File: config.mk
export PLATFORM = sky130hd
export DESIGN_NAME = rob_mem_responder
export DESIGN_NICKNAME = d
export VERILOG_FILES = /design/src/rtl/rob_mem_responder.sv
export SDC_FILE = /design/constraint.sdc
export NUM_CORES = 1
export LEC_CHECK = 0
export CAP_MARGIN = 20
export CORE_UTILIZATION = 64
export CTS_BUF_LIST = sky130_fd_sc_hd__clkbuf_4
export DETAILED_ROUTE_END_ITERATION = 16
export HOLD_SLACK_MARGIN = 0.08
export PLACE_DENSITY = 0.83
export SLEW_MARGIN = 10
export SYNTH_ARGS = -nofsm -noshare
export SYNTH_HDL_FRONTEND = slang
export SYNTH_SLANG_ARGS = --single-unit
File: constraint.sdc
create_clock -name clk -period 9.63 [get_ports clk]
set_input_delay 1.4445 -clock clk [delete_from_list [all_inputs] [get_ports clk]]
set_output_delay 1.4445 -clock clk [all_outputs]
set_load 0.03 [all_outputs]
File: src/rtl/rob_mem_responder.sv
// ROB commit-time memory responder: per-entry address table plus a single-outstanding d-cache FSM.
// Optional misaligned-access drop is enabled with `define MEM_MISALIGN_CHECK_EN.
module rob_mem_responder #(
    parameter int ROB_DEPTH = 8,
    parameter int PTR_W     = 3
) (
    input  logic                 clk,
    input  logic                 rst,
    input  logic                 agu_valid,
    input  logic [PTR_W-1:0]     agu_rob_idx,
    input  logic [31:0]          agu_addr,
    input  logic [31:0]          agu_store_data,
    input  logic [2:0]           agu_funct3,
    input  logic [ROB_DEPTH-1:0] flush_mask,
    input  logic [PTR_W-1:0]     head_ptr,
    input  logic                 data_read,
    input  logic                 data_write,
    output logic                 data_mem_resp,
    output logic [31:0]          ld_data,
    output logic                 mem_read,
    output logic                 mem_write,
    output logic [31:0]          mem_address,
    output logic [31:0]          mem_wdata,
    output logic [3:0]           mem_byte_enable,
    input  logic [31:0]          mem_rdata,
    input  logic                 mem_resp,
    output logic                 misaligned
);

    // state  | meaning
    // IDLE   | waiting for a commit request on a valid head entry
    // ACCESS | d-cache request held until mem_resp
    // DONE   | one-cycle data_mem_resp, head entry retired
    typedef enum logic [1:0] {
        ST_IDLE   = 2'd0,
        ST_ACCESS = 2'd1,
        ST_DONE   = 2'd2
    } state_t;

    state_t state, state_nxt;

    logic [ROB_DEPTH-1:0] tbl_valid;
    logic [31:0]          tbl_addr [ROB_DEPTH];
    logic [31:0]          tbl_data [ROB_DEPTH];
    logic [2:0]           tbl_f3   [ROB_DEPTH];

    logic [PTR_W-1:0] req_idx;
    logic [2:0]       req_f3;
    logic [1:0]       req_off;
    logic             req_read;

    logic [31:0] head_addr;
    logic [31:0] head_data;
    logic [2:0]  head_f3;
    logic        head_go;
    logic        start;
    logic        done_clr;
    logic        misalign_hit;

    logic        mem_read_nxt;
    logic        mem_write_nxt;
    logic [31:0] addr_nxt;
    logic [31:0] wdata_nxt;
    logic [3:0]  be_nxt;
    logic        resp_nxt;
    logic [31:0] ld_nxt;

    function automatic logic [3:0] lane_mask(input logic [2:0] f3, input logic [1:0] off);
        logic [3:0] m;
        case (f3[1:0])
            2'b00:   m = 4'b0001 << off;
            2'b01:   m = 4'b0011 << off;
            default: m = 4'b1111;
        endcase
        return m;
    endfunction

    function automatic logic [31:0] lane_data(input logic [2:0] f3, input logic [31:0] d);
        logic [31:0] w;
        case (f3[1:0])
            2'b00:   w = {4{d[7:0]}};
            2'b01:   w = {2{d[15:0]}};
            default: w = d;
        endcase
        return w;
    endfunction

    function automatic logic [31:0] fmt_load(input logic [2:0] f3, input logic [1:0] off,
                                             input logic [31:0] rdata);
        logic [31:0] sh;
        logic [31:0] r;
        sh = rdata >> {off, 3'b000};
        case (f3)
            3'b000:  r = {{24{sh[7]}}, sh[7:0]};
            3'b001:  r = {{16{sh[15]}}, sh[15:0]};
            3'b100:  r = {24'd0, sh[7:0]};
            3'b101:  r = {16'd0, sh[15:0]};
            default: r = rdata;
        endcase
        return r;
    endfunction

    assign head_addr = tbl_addr[head_ptr];
    assign head_data = tbl_data[head_ptr];
    assign head_f3   = tbl_f3[head_ptr];
    assign head_go   = (data_read | data_write) & tbl_valid[head_ptr];
    assign done_clr  = (state == ST_DONE);

`ifdef MEM_MISALIGN_CHECK_EN
    assign misalign_hit = ((head_f3[1:0] == 2'b01) && head_addr[0]) ||
                          ((head_f3[1:0] == 2'b10) && (head_addr[1:0] != 2'b00));

    always_ff @(posedge clk) begin
        if (rst) misaligned <= 1'b0;
        else     misaligned <= (state == ST_IDLE) && head_go && misalign_hit;
    end
`else
    assign misalign_hit = 1'b0;
    assign misaligned   = 1'b0;
`endif

    // Same-index priority: agu write, then DONE retire, then flush.
    always_ff @(posedge clk) begin
        if (rst) begin
            tbl_valid <= '0;
        end else begin
            for (int i = 0; i < ROB_DEPTH; i++) begin
                if (agu_valid && (agu_rob_idx == PTR_W'(i)))
                    tbl_valid[i] <= 1'b1;
                else if (done_clr && (req_idx == PTR_W'(i)))
                    tbl_valid[i] <= 1'b0;
                else if (flush_mask[i])
                    tbl_valid[i] <= 1'b0;
            end
        end
    end

    always_ff @(posedge clk) begin
        if (agu_valid) begin
            tbl_addr[agu_rob_idx] <= agu_addr;
            tbl_data[agu_rob_idx] <= agu_store_data;
            tbl_f3[agu_rob_idx]   <= agu_funct3;
        end
    end

    always_ff @(posedge clk) begin
        if (rst) begin
            state           <= ST_IDLE;
            mem_read        <= 1'b0;
            mem_write       <= 1'b0;
            mem_address     <= '0;
            mem_wdata       <= '0;
            mem_byte_enable <= '0;
            data_mem_resp   <= 1'b0;
            ld_data         <= '0;
            req_idx         <= '0;
            req_f3          <= '0;
            req_off         <= '0;
            req_read        <= 1'b0;
        end else begin
            state           <= state_nxt;
            mem_read        <= mem_read_nxt;
            mem_write       <= mem_write_nxt;
            mem_address     <= addr_nxt;
            mem_wdata       <= wdata_nxt;
            mem_byte_enable <= be_nxt;
            data_mem_resp   <= resp_nxt;
            ld_data         <= ld_nxt;
            if (start) begin
                req_idx  <= head_ptr;
                req_f3   <= head_f3;
                req_off  <= head_addr[1:0];
                req_read <= data_read;
            end
        end
    end

    // Outputs are registered: next values are built here, held only while in ACCESS.
    always_comb begin
        state_nxt     = state;
        start         = 1'b0;
        mem_read_nxt  = 1'b0;
        mem_write_nxt = 1'b0;
        addr_nxt      = '0;
        wdata_nxt     = '0;
        be_nxt        = '0;
        resp_nxt      = 1'b0;
        ld_nxt        = '0;
        case (state)
            ST_IDLE: begin
                if (head_go) begin
                    start = 1'b1;
                    if (misalign_hit) begin
                        state_nxt = ST_DONE;
                        resp_nxt  = 1'b1;
                    end else begin
                        state_nxt     = ST_ACCESS;
                        mem_read_nxt  = data_read;
                        mem_write_nxt = ~data_read;
                        addr_nxt      = {head_addr[31:2], 2'b00};
                        if (!data_read) begin
                            wdata_nxt = lane_data(head_f3, head_data);
                            be_nxt    = lane_mask(head_f3, head_addr[1:0]);
                        end
                    end
                end
            end
            ST_ACCESS: begin
                if (mem_resp) begin
                    state_nxt = ST_DONE;
                    resp_nxt  = 1'b1;
                    if (req_read) ld_nxt = fmt_load(req_f3, req_off, mem_rdata);
                end else begin
                    mem_read_nxt  = mem_read;
                    mem_write_nxt = mem_write;
                    addr_nxt      = mem_address;
                    wdata_nxt     = mem_wdata;
                    be_nxt        = mem_byte_enable;
                end
            end
            ST_DONE: begin
                state_nxt = ST_IDLE;
            end
            default: begin
                state_nxt = ST_IDLE;
            end
        endcase
    end

endmodule

==> impl_metrics.csv <==
group,metric,value,unit
yosys,netlist_area,25200,um2
worst_setup_path,critPathLaunchType,"input port",
drt,drt-wirelength-per-cell,23.9,um
global_route,met3_usage,6.46,%
layout,final_cell_area,29900,um2
worst_setup_path,r2r_slack,7.00,ns
global_route,grt_use_met1,36.2,%
timing,fin_crit_sh,40.2,%
cts,hold_buffers,0,
timing,setup_tns,0,ns
worst_setup_path,cp_top_family,"buffers and inverters",
min_path,hp-class,"flop to flop",
cts,cts_made_buffers,158,
cts,cts_root_buffer,"clkbuf_4",
yosys,synth.area.top_cells,"edfxtp_1 (64%), mux4_2 (9.6%), dfxtp_1 (9.5%)",
layout,drive_gt1_share,24.6,%
worst_setup_path,crit_path_max_incr_delay,0.81,ns
drt,post-route-drc-count,0,
timing,finalSetupViolCount,0,
placed_design,pre_cts_ws,4.91,ns
cts,clock_latency,0.83,ns
cts,cts-resized-gates,0,
yosys,yosysTopAreaCellShare,64.0,%
global_route,grt_pass1_wl,85400,um
layout,nets,1823,
run_status,status,"complete, no violations",
global_route,grt_usage,28.6,%
yosys,synthFlopType,"edfxtp_1",
floorplan,core_area,38700,um2
layout,area_delta_synth_final,18.7,%
min_path,hold_end,"mem_read",
min_path,hold_path_depth,2,
timing,hold_violations,0,
yosys,ys_seq_elements,656,
floorplan,die_x,200,um
floorplan,num_rows,72,
timing,tightest_slew,1.13,ns
cts,cts_setup_buffers,0,
cts,path_clk_slew,0.07,ns
placed_design,place.gp.congestion,0.916,
timing,grt_setup_unrepaired,"false",
worst_setup_path,worst_path_max_delay_cell,"buf_4",
floorplan,dieArea,40100,um2
placed_design,dp_hpwl,32100,um
worst_setup_path,critical_path_class,"input port to flop",
worst_setup_path,reg2reg_to,"mem_byte_enable[1]",
drt,vias_per_cell,6.07,
power,ir_worst_vdd,0.137,mV
global_route,grt_max_degree,72,
global_route,grt_pass1_vias,15000,
global_route,grt.overflow.total,0,
drt,ant_nets,0,
worst_setup_path,critical_path_required,10.37,ns
timing,slew_violations,0,
yosys,synth_area_per_cell,18.1,um2
yosys,synth_seq_area_share,73.5,%
cts,h-tree-depth,4,
global_route,antenna_found_initial,2,
yosys,yosys_warnings,0,
drt,finalWirelength,56100,um
cts,cts_tree,"done",
min_path,min-delay-start,"mem_read",
worst_setup_path,critPathArrivalTime,4.62,ns
timing,finClkSkew,0.0444,ns
placed_design,placed_cell_area,27700,um2
floorplan,die_y,200,um
power,totalPowerFinal,5.99,mW
flow_run,maxCapViolations,0,
drt,drt_iter0_drc,1086,
cts,ctsLongestPathBuffers,3,
placed_design,io_buffer_count,219,
yosys,async_flop_share,0,%
power,power_density,201,nW/um2
yosys,yosysTopAreaCell,"edfxtp_1",
drt,firstDrtPassIters,5,
yosys,synth_edf_count,536,
yosys,synth.most_common_cell,"edfxtp_1",
yosys,yosys-top-cells-count,"edfxtp_1 (536), dfxtp_1 (120), mux4_2 (107), mux2i_1 (98), nor2_1 (96)",
worst_setup_path,crit_chain,"buf_8 -> buf_4 -> mux4_2 -> nand2b_1 -> nand2_1 -> mux2i_1 -> and3_1 -> a211oi_1",
timing,max_slew_margin,24.3,%
yosys,netlist-cell-type-count,58,
floorplan,ioPinCount,223,
worst_setup_path,worstPathMaxFanout,69,
global_route,busiest_layer,"met2",
global_route,use_met2,48.5,%
timing,timing.fmax,0.258,GHz
floorplan,initial_utilization,64.9,%
power,p_leak,10.2,nW
yosys,synthCells,1390,
worst_setup_path,cp_num_buf_inv,2,
timing,period_minus_slack,3.87,ns
worst_setup_path,end_kind,"flop",
timing,fin_ws,5.76,ns
worst_setup_path,reg2regPathDepth,6,
worst_setup_path,timing.rr.start,"tbl_valid[7]",
drt,via_count,14300,
cts,clkSinkCount,656,
## cell families after synthesis
kind of cell | share of synthesized area [%]
flops | 73.5
buf+inv | 2.17
compound gates | 5.50
other cells | 0.0149
mux | 14.8
simple gates | 4.03
## state kept, by name (all words and copies together) (netlist names)
| name | flops |
|---|---|
| mem_write | 1 |
| req_idx | 3 |
| req_read | 1 |
| state | 2 |
| mem_wdata | 32 |
| tbl_addr | 256 |
| tbl_f3 | 24 |
| req_off | 2 |
| data_mem_resp | 1 |
| ld_data | 32 |
| tbl_valid | 8 |
| mem_read | 1 |
| req_f3 | 3 |
| mem_byte_enable | 4 |
| mem_address | 30 |
| tbl_data | 256 |
## final cells by class
cell class                 instances  area, um2
antenna                            1       2.50
clock buffer                     249       1870
clock inverter                    38        284
fill                            2160       8870
inverter                           7       26.3
multi-input combinational        642       6180
sequential                       656      18500
tap                              518        648
timing repair buffer             239       2360
## worst register-to-register path: cells and delay by family, from the launching register on
family,cells,cell delay (ns)
compound gates,3,0.80
flops,1,0.32
mux,1,0.11
simple gates,2,1.37
## worst max path at each step
| stage | start | end | depth (start not counted) |
|---|---|---|---|
| after floorplan | agu_rob_idx[0] | tbl_valid[4] | 2 |
| after global placement | head_ptr[0] | mem_wdata[31] | 8 |
| after detailed placement | head_ptr[0] | mem_wdata[31] | 8 |
| after CTS | head_ptr[0] | mem_wdata[31] | 8 |
| after global routing | head_ptr[0] | mem_wdata[31] | 8 |
| final | head_ptr[0] | mem_wdata[31] | 8 |
## per-stage QoR
| stage | std cells | utilization, % | hold WS [ns] |
|---|---|---|---|
| after floorplan | 1392 | - | 0.470 |
| after global placement | 2060 | 71.4 | 0.441 |
| after detailed placement | 2062 | 71.5 | 0.449 |
| after CTS | 2349 | 77.1 | 0.458 |
| after global routing | 2350 | 77.1 | 0.482 |
| final | 2350 | 77.1 | 0.458 |
## placed cells by master, fill, tap and decap left out, types with 4 or more instances in the layout
master / count
a211oi_1: 20
bufinv_16: 5
a21oi_2: 10
inv_1: 7
o211ai_1: 6
o21ai_1: 11
buf_4: 20
a22oi_1: 41
o21ba_2: 5
nor2_1: 90
nand2b_1: 12
edfxtp_1: 536
mux4_2: 107
o221ai_1: 7
mux4_1: 8
nor3b_1: 7
clkdlybuf4s50_1: 215
o21ai_0: 8
mux2i_1: 98
o221a_2: 7
clkbuf_4: 249
inv_2: 4
nand2_1: 83
clkinv_1: 25
dfxtp_1: 120
a31oi_1: 5
a211oi_2: 8
mux2_2: 5
nor2b_1: 4
a21oi_1: 53
nor2_4: 6
## per-layer routing
layer / wire length, um / part of all wire (%) / vias to the layer above
met2: 29300 / 52 / 757
met1: 21300 / 38 / 7180
li1: - / - / 6247
met4: 1160 / 2.1 / 2
met3: 4350 / 7.8 / 85
met5: 11 / 0.020 / -
## power by group
part | internal, mW | switching (mW) | leakage [nW] | total (mW)
combinational | 0.182 | 0.250 | 3.08 | 0.433
sequential | 3.16 | 0.0354 | 5.84 | 3.19
clock | 1.31 | 1.06 | 1.28 | 2.36
total | 4.65 | 1.34 | 10.2 | 5.99
No activity file was read; power rests on OpenSTA's default activity.
